File: config.mk
export PLATFORM = sky130hd
export DESIGN_NAME = dmem_wb_master
export DESIGN_NICKNAME = d
export VERILOG_FILES = /design/src/rtl/dmem_wb_master.sv
export SDC_FILE = /design/constraint.sdc
export NUM_CORES = 1
export LEC_CHECK = 0
export CAP_MARGIN = 20
export CORE_ASPECT_RATIO = 0.9
export CORE_MARGIN = 2
export CORE_UTILIZATION = 44
export DETAILED_ROUTE_END_ITERATION = 6
export PLACE_DENSITY = 0.89
export SETUP_SLACK_MARGIN = 0.1
export SYNTH_ARGS = -nofsm -noshare
export SYNTH_HDL_FRONTEND = slang
export SYNTH_SLANG_ARGS = --single-unit
export TNS_END_PERCENT = 5
File: constraint.sdc
create_clock -name clk -period 2.1 [get_ports clk]
set_input_delay 0.42 -clock clk [delete_from_list [all_inputs] [get_ports clk]]
set_output_delay 0.42 -clock clk [all_outputs]
set_load 0.01 [all_outputs]
File: src/rtl/dmem_wb_master.sv
// Data-side Wishbone B4 classic master for the rv32i memory stage: one bus cycle per
// load/store, lane steering, load extension, pipeline stall and error/misalignment pulses.
module dmem_wb_master #(
  parameter int unsigned TIMEOUT_CYCLES = 255,
  parameter logic [31:0] ERR_RDATA      = 32'h0000_0000
) (
  input  logic        clk,
  input  logic        reset,
  input  logic [31:0] mem_addr_mem,
  input  logic [31:0] mem_wdata_mem,
  input  logic        mem_write_mem,
  input  logic        mem_read_mem,
  input  logic [2:0]  mem_op_mem,
  output logic [31:0] mem_rdata_mem,
  output logic        stall_pipl,
  output logic        wb_cyc_o,
  output logic        wb_stb_o,
  output logic        wb_we_o,
  output logic [31:0] wb_adr_o,
  output logic [31:0] wb_dat_o,
  output logic [3:0]  wb_sel_o,
  input  logic [31:0] wb_dat_i,
  input  logic        wb_ack_i,
  input  logic        wb_err_i,
  output logic        bus_err_o,
  output logic        misaligned_o
);

  typedef enum logic [1:0] {IDLE, BUS, DONE} state_t;

  localparam int unsigned     CNT_W    = (TIMEOUT_CYCLES > 1) ? $clog2(TIMEOUT_CYCLES) : 1;
  localparam logic [CNT_W-1:0] CNT_LAST = (TIMEOUT_CYCLES > 0) ? CNT_W'(TIMEOUT_CYCLES - 1) : '0;
  localparam logic            TO_EN    = (TIMEOUT_CYCLES != 0);

  localparam logic [1:0] SZ_B = 2'd0;
  localparam logic [1:0] SZ_H = 2'd1;
  localparam logic [1:0] SZ_W = 2'd2;

  // Access size from funct3; anything that is not a byte or half op behaves as a word.
  function automatic logic [1:0] op_size(input logic [2:0] op);
    case (op)
      3'b000, 3'b100: op_size = SZ_B;
      3'b001, 3'b101: op_size = SZ_H;
      default:        op_size = SZ_W;
    endcase
  endfunction

  function automatic logic [3:0] lane_sel(input logic [1:0] sz, input logic [1:0] lane);
    case (sz)
      SZ_B:    lane_sel = 4'b0001 << lane;
      SZ_H:    lane_sel = 4'b0011 << lane;
      default: lane_sel = 4'b1111;
    endcase
  endfunction

  function automatic logic [31:0] lane_dat(input logic [1:0] sz, input logic [31:0] wd);
    case (sz)
      SZ_B:    lane_dat = {4{wd[7:0]}};
      SZ_H:    lane_dat = {2{wd[15:0]}};
      default: lane_dat = wd;
    endcase
  endfunction

  function automatic logic is_misaligned(input logic [1:0] sz, input logic [1:0] lane);
    case (sz)
      SZ_B:    is_misaligned = 1'b0;
      SZ_H:    is_misaligned = lane[0];
      default: is_misaligned = (lane != 2'b00);
    endcase
  endfunction

  function automatic logic [31:0] load_ext(input logic [2:0] op, input logic [1:0] lane,
                                           input logic [31:0] rd);
    logic [31:0] b_sh;
    logic [31:0] h_sh;
    b_sh = rd >> {lane, 3'b000};
    h_sh = rd >> {lane[1], 4'b0000};
    case (op)
      3'b000:  load_ext = {{24{b_sh[7]}}, b_sh[7:0]};
      3'b100:  load_ext = {24'h000000, b_sh[7:0]};
      3'b001:  load_ext = {{16{h_sh[15]}}, h_sh[15:0]};
      3'b101:  load_ext = {16'h0000, h_sh[15:0]};
      default: load_ext = rd;
    endcase
  endfunction

  state_t            state_q;
  logic              cyc_q;
  logic              we_q;
  logic [31:0]       adr_q;
  logic [31:0]       dat_q;
  logic [3:0]        sel_q;
  logic [2:0]        op_q;
  logic [1:0]        lane_q;
  logic              load_q;
  logic [CNT_W-1:0]  cnt_q;
  logic [31:0]       rdata_q;
  logic              berr_q;
  logic              mis_q;

  logic              req;
  logic [1:0]        req_sz;
  logic              req_mis;
  logic              timeout;

  assign req     = mem_read_mem | mem_write_mem;
  assign req_sz  = op_size(mem_op_mem);
  assign req_mis = is_misaligned(req_sz, mem_addr_mem[1:0]);
  assign timeout = TO_EN && (cnt_q == CNT_LAST);

  always_ff @(posedge clk) begin
    if (reset) begin
      state_q <= IDLE;
      cyc_q   <= 1'b0;
      we_q    <= 1'b0;
      adr_q   <= '0;
      dat_q   <= '0;
      sel_q   <= '0;
      op_q    <= '0;
      lane_q  <= '0;
      load_q  <= 1'b0;
      cnt_q   <= '0;
      rdata_q <= '0;
      berr_q  <= 1'b0;
      mis_q   <= 1'b0;
    end else begin
      berr_q <= 1'b0;
      mis_q  <= 1'b0;
      case (state_q)
        IDLE: begin
          if (req) begin
            op_q   <= mem_op_mem;
            lane_q <= mem_addr_mem[1:0];
            load_q <= ~mem_write_mem;
            if (req_mis) begin
              // Misaligned requests never reach the bus; only loads see the error value.
              mis_q   <= 1'b1;
              if (!mem_write_mem) rdata_q <= ERR_RDATA;
              state_q <= DONE;
            end else begin
              cyc_q   <= 1'b1;
              we_q    <= mem_write_mem;
              adr_q   <= {mem_addr_mem[31:2], 2'b00};
              dat_q   <= lane_dat(req_sz, mem_wdata_mem);
              sel_q   <= lane_sel(req_sz, mem_addr_mem[1:0]);
              cnt_q   <= '0;
              state_q <= BUS;
            end
          end
        end
        BUS: begin
          cnt_q <= cnt_q + CNT_W'(1);
          if (wb_err_i || timeout) begin
            cyc_q   <= 1'b0;
            we_q    <= 1'b0;
            berr_q  <= 1'b1;
            if (load_q) rdata_q <= ERR_RDATA;
            state_q <= DONE;
          end else if (wb_ack_i) begin
            cyc_q   <= 1'b0;
            we_q    <= 1'b0;
            if (load_q) rdata_q <= load_ext(op_q, lane_q, wb_dat_i);
            state_q <= DONE;
          end
        end
        DONE: state_q <= IDLE;
        default: state_q <= IDLE;
      endcase
    end
  end

  // Stall is combinational in IDLE so the request is frozen in the same cycle it appears.
  assign stall_pipl    = ((state_q == IDLE) && req) || (state_q == BUS);
  assign wb_cyc_o      = cyc_q;
  assign wb_stb_o      = cyc_q;
  assign wb_we_o       = we_q;
  assign wb_adr_o      = adr_q;
  assign wb_dat_o      = dat_q;
  assign wb_sel_o      = sel_q;
  assign mem_rdata_mem = rdata_q;
  assign bus_err_o     = berr_q;
  assign misaligned_o  = mis_q;

endmodule

---- After elaboration in Yosys (flattened, before gate mapping) ----
Index checks and enable logic that the tools add are counted.
word-level totals
  bits of input ports ..................... 105
  output and inout bits ................... 106
  register bits ........................... 118
cells by class
  add/sub/neg operators ................... 1
  equal/unequal tests ..................... 15
  reductions and logical operators ........ 19
  bitwise gates (word level) .............. 6
  shift operators ......................... 4
  mux-type cells .......................... 31
operators with widths
  cell                 number
  $mux 32              7
  $pmux 32 s2          2
  $pmux 32 s4          1
  $shr 32x5->16        1
  $shr 32x5->8         1
  $mux 8               2
  $pmux 8 s2           1
  $eq 3x3->1 const B   4
  $ne 2x2->1 const B   5
  $add 8x1->8 const B  1
  $eq 8x8->1 const B   1
  $mux 1               8
  $mux 2               4
  $pmux 2 s2           2
  $pmux 4 s2           1
  $eq 3x1->1 const B   2
  $logic_not 3->1      2
  $pmux 1 s2           3
  $reduce_and 3->1     2
  $reduce_and 6->1     1
  $reduce_or 2->1      3
  $not 1->1            5
  $eq 2x1->1 const B   2
  $logic_not 2->1      2
  other kinds (10)     13

---- Depth between registers and ports, before layout ----
  depth in word-level cells ............... 8
  mapped depth ............................ 7
  depth with buffers taken out ............ 6

---- Worst setup path before layout ----
No wires, ideal clock.
  path type ............................... reg2reg
  from .................................... reg cnt_q[0]
  to ...................................... reg rdata_q[31] (netlist: mem_rdata_mem[31])
  path buffers ............................ 1
  stages on the path, launching flop included .. 8
  data arrival time ....................... 1586 ps
  slack ................................... 397 ps
  path through ............................ dfxtp_1 > inv_1 > ha_1 > nand3_1 > o21a_1 > o31a_1 > buf_6 > a22o_1
on the way
  cells in the longest elaborated chain, start to end .. 4
  elaborated cells between the ends (all ways) .. 6
ends and longest elaborated chain
  what                                                                     line  text
  start: declaration                                                       96    logic [CNT_W-1:0] cnt_q;
  start signal: assignment                                                 152   cnt_q <= cnt_q + CNT_W'(1);
  $eq 8x8->1 *                                                             109   assign timeout = TO_EN && (cnt_q == CNT_LAST);
  $logic_or 1x1->1 *                                                       153   if (wb_err_i || timeout) begin
  $ne 3x3->1 (no source line) / $mux 32 (equally long branches)            -
  $reduce_and 6->1 (no source line) / $pmux 32 s2 (equally long branches)  -
  end signal: assignment                                                   162   if (load_q) rdata_q <= load_ext(op_q, lane_q, wb_dat_i);
  end: declaration                                                         97    logic [31:0] rdata_q;
Mark *: on every way between the ends. The rest lies on a longest branch, timed or not.
A chain may end at the register's enable or synchronous reset.

---- Final worst setup path ----
  from .................................... in mem_read_mem
  to ...................................... reg rdata_q[17] (netlist: mem_rdata_mem[17])
on the way
  cells in the longest elaborated chain, start to end .. 3
ends and longest elaborated chain
  what                               line  text
  start: declaration                 12    input logic mem_read_mem,
  $or 1x1->1                         106   assign req = mem_read_mem | mem_write_mem;
  $ne 2x2->1 (no source line)        -
  $reduce_and 6->1 (no source line)  -
Every way passes these cells.

==> qor.txt <==
Finished Layout Cells - 1051
Largest area contributor in the netlist - dfxtp_1
Syn avg cell area - 8.365 sq um
Hold Path Sink - wb_adr_o[19]$_SDFFE_PP0P_
Synth cell count leaders - 144 x nand2_1, 118 x dfxtp_1, 62 x a21oi_1, 39 x o21ai_0, 37 x nor2_1
Setup Crit Path Kind - input pin to flop
R2r worst-path depth - 4
Final Instance Area - 0.008553 sq mm
Worst skew pair latency - 0.42 ns
Global-route wire length before repair - 27830 um
Tightest Pin Transition - 0.7518 ns
Setup WS pre-CTS - -0.2902 ns
Iteration-0 DRC Markers - 417
TritonCTS clock tree - yes
Mapped Area - 0.005488 sq mm
Vias in the first global route - 5450
DRT antenna net count - 0
Hold Fails Final Rpt - 0
Most frequent cell after synthesis - nand2_1
Final-report setup violation count - 0
Top sig layer - met4
Post-route setup slack - 0.1267 ns
Setup TNS - 0 ns
Std-Cell Rows - 38
Final Max Tran Viols - 0
Fin crit period - 1.973 ns
DP Area - 0.007893 sq mm
Hold crit path type - flop to flop
Critical path launch point type - input pin
Placed insts - 1018
Worst-case clock buffer depth - 2
Register bit count reported by yosys - 118
Power Total - 0.006999 W
Top cell type's share of synthesized area - 43.05%
Syn Inst Count - 656
Lkg Pwr - 3.247 nW
Root Driver - clkbuf_16
Flop2flop setup slack - 0.14 ns
Crit end category - flop
EDFF count, synth - 0
Worst-path fanout max - 16
Power density cells - 818.3 mW/mm^2
End of the worst register-to-register path - mem_rdata_mem[17]$_SDFFE_PP0P_
Routed via count - 5717
Initial core utilization - 45.26%
Die ar. - 0.01338 sq mm
Wl on met1 - 7324 um
Core area - 0.01212 sq mm
Final WL - 18250 um
Largest net degree at the start of global routing - 59
Top FF cell, synth - dfxtp_1
Reg2reg start - lane_q[1]$_SDFFE_PP0P_
Peak supply drop - 0.5930 mV
Grt ovf - 0
Clock skew - 0.007035 ns
Via density - 5.440
Hold_sp - wb_adr_o[19]$_SDFFE_PP0P_
Top cells by area, synth - dfxtp_1 43%, nand2_1 9.8%, a21oi_1 5.7%
Die W - 121.7 um
PortBufs - 208
Max cap viols - 0
Unrepaired setup endpoints after global routing - true
Wire per inst - 17.36 um
Required time worst endpoint - 2.46 ns
CP Data Arrival Time - 2.33 ns
Die height - 109.9 um
Status - finished, final reports clean
DR WL met2 - 8647 um
GRT Overall Usage - 26.89%
GPL Wtd Cong - 0.9119
# nets final - 984
CTS H-tree lvls - 4
Fmax - 506.8 MHz
Worst-path clk slew - 0.05 ns
Initial antenna violation count - 1
Clock sink count - 118
Area Overhead vs Synth - 55.86%
Sequential-to-total area share from yosys stat - 43.05%
I/O pins - 211
Layout cells sized above 1 - 11.80%
Unique masters post-synth - 57
Met3 Wirelength - 1489 um
Number of remaining DRC errors - 0
1st-pass router iterations - 6
HPWL after DPL - 12470 um
Synth Warn # - 0
Hold Path Depth - 2
Final worst path period share - 93.97%
Total CTS buffers - 17
Post-synth ARST share - 0%
Slew HR - 49.72%
==> routing by layer <==
| metal | GRT usage (%) | vias up |
|---|---|---|
| met5 | 0 | - |
| met3 | 9.855 | 58 |
| met1 | 32.23 | 2665 |
| met2 | 43.10 | 250 |
| li1 | - | 2744 |
| met4 | 12.64 | 0 |
==> critical path, cell delays in order <==
cell and delay [ns]:
clkdlybuf4s50_1 0.49, nor3b_1 0.27, o21ai_0 0.25, a211oi_4 0.67, a22o_1 0.23
==> logic make-up after synthesis <==
| logic type | Yosys count | synth area share (%) |
|---|---|---|
| buffers and inverters | 54 | 4.674 |
| DFF | 118 | 43.05 |
| and+or+nand+nor | 266 | 23.07 |
| muxes | 38 | 7.478 |
| other | 1 | 0.06833 |
| adders and majority gates | 2 | 0.4559 |
| xor gates and xnor gates | 2 | 0.3193 |
| AOI/OAI and AO/OA | 175 | 20.89 |
==> cell type report <==
class	count	area [sq um]
Antenna cell	1	2.502
Tap cell	160	200.2
Clock buffer	21	460.4
Timing Repair Buffer	250	2425
Clock inverter	11	196.4
Inverter	5	18.77
Sequential cell	118	2362
Multi-Input combinational cell	485	2888
Fill cell	901	3571
==> sequential cells by signal, indices dropped and copies added, names as in the netlist, 2 cells and up <==
| name | cells |
|---|---|
| mem_rdata_mem | 32 |
| state_q | 2 |
| lane_q | 2 |
| cnt_q | 8 |
| wb_dat_o | 32 |
| wb_adr_o | 30 |
| wb_sel_o | 4 |
| op_q | 3 |
==> placed cells by master (no fill, tap or decap), types with 19 or more instances in the layout <==
master,Yosys,layout
a21oi_1,62,62
a22o_1,24,24
buf_4,4,39
clkdlybuf4s50_1,0,206
dfxtp_1,118,118
mux2i_1,23,23
nand2_1,144,144
nand2b_1,19,19
nor2_1,37,37
o21ai_0,39,39
==> power breakdown <==
group / switching (W) / total, W / internal [W]
registers: 0.0000952 / 0.00246 / 0.00237
logic: 0.000628 / 0.00130 / 0.000670
clock network: 0.00107 / 0.00324 / 0.00217
==> how the worst max path moves through the flow <==
stage	slack [ns]	startpoint	depth (start not counted)	to
6_report	0.13	mem_read_mem	5	mem_rdata_mem[17]$_SDFFE_PP0P_
5_1_grt	0.05	mem_read_mem	5	stall_pipl
4_1_cts	0.15	mem_read_mem	5	stall_pipl
3_5_place_dp	-0.29	mem_read_mem	5	mem_rdata_mem[17]$_SDFFE_PP0P_
3_3_place_gp	-0.28	mem_read_mem	5	mem_rdata_mem[21]$_SDFFE_PP0P_
2_1_floorplan	0.40	cnt_q[0]$_SDFFE_PP0P_	7	mem_rdata_mem[31]$_SDFFE_PP0P_
==> per-stage QoR <==
stage	util (%)	hold WS, ns
after floorplan	-	0.4500
after global placement	65.10	0.4408
after detailed placement	65.10	0.4476
after CTS	70.47	0.4547
after global routing	70.55	0.4708
final	70.55	0.4558
==> what timing repair did <==
item                       in CTS  in global routing
hold buffers                    0                  0
pin swaps                       0                  2
setup endpoints to repair       1                 18
setup buffers                   0                  0
resized for setup               4                  2
Note: power is estimated with default switching activity, not from simulation.
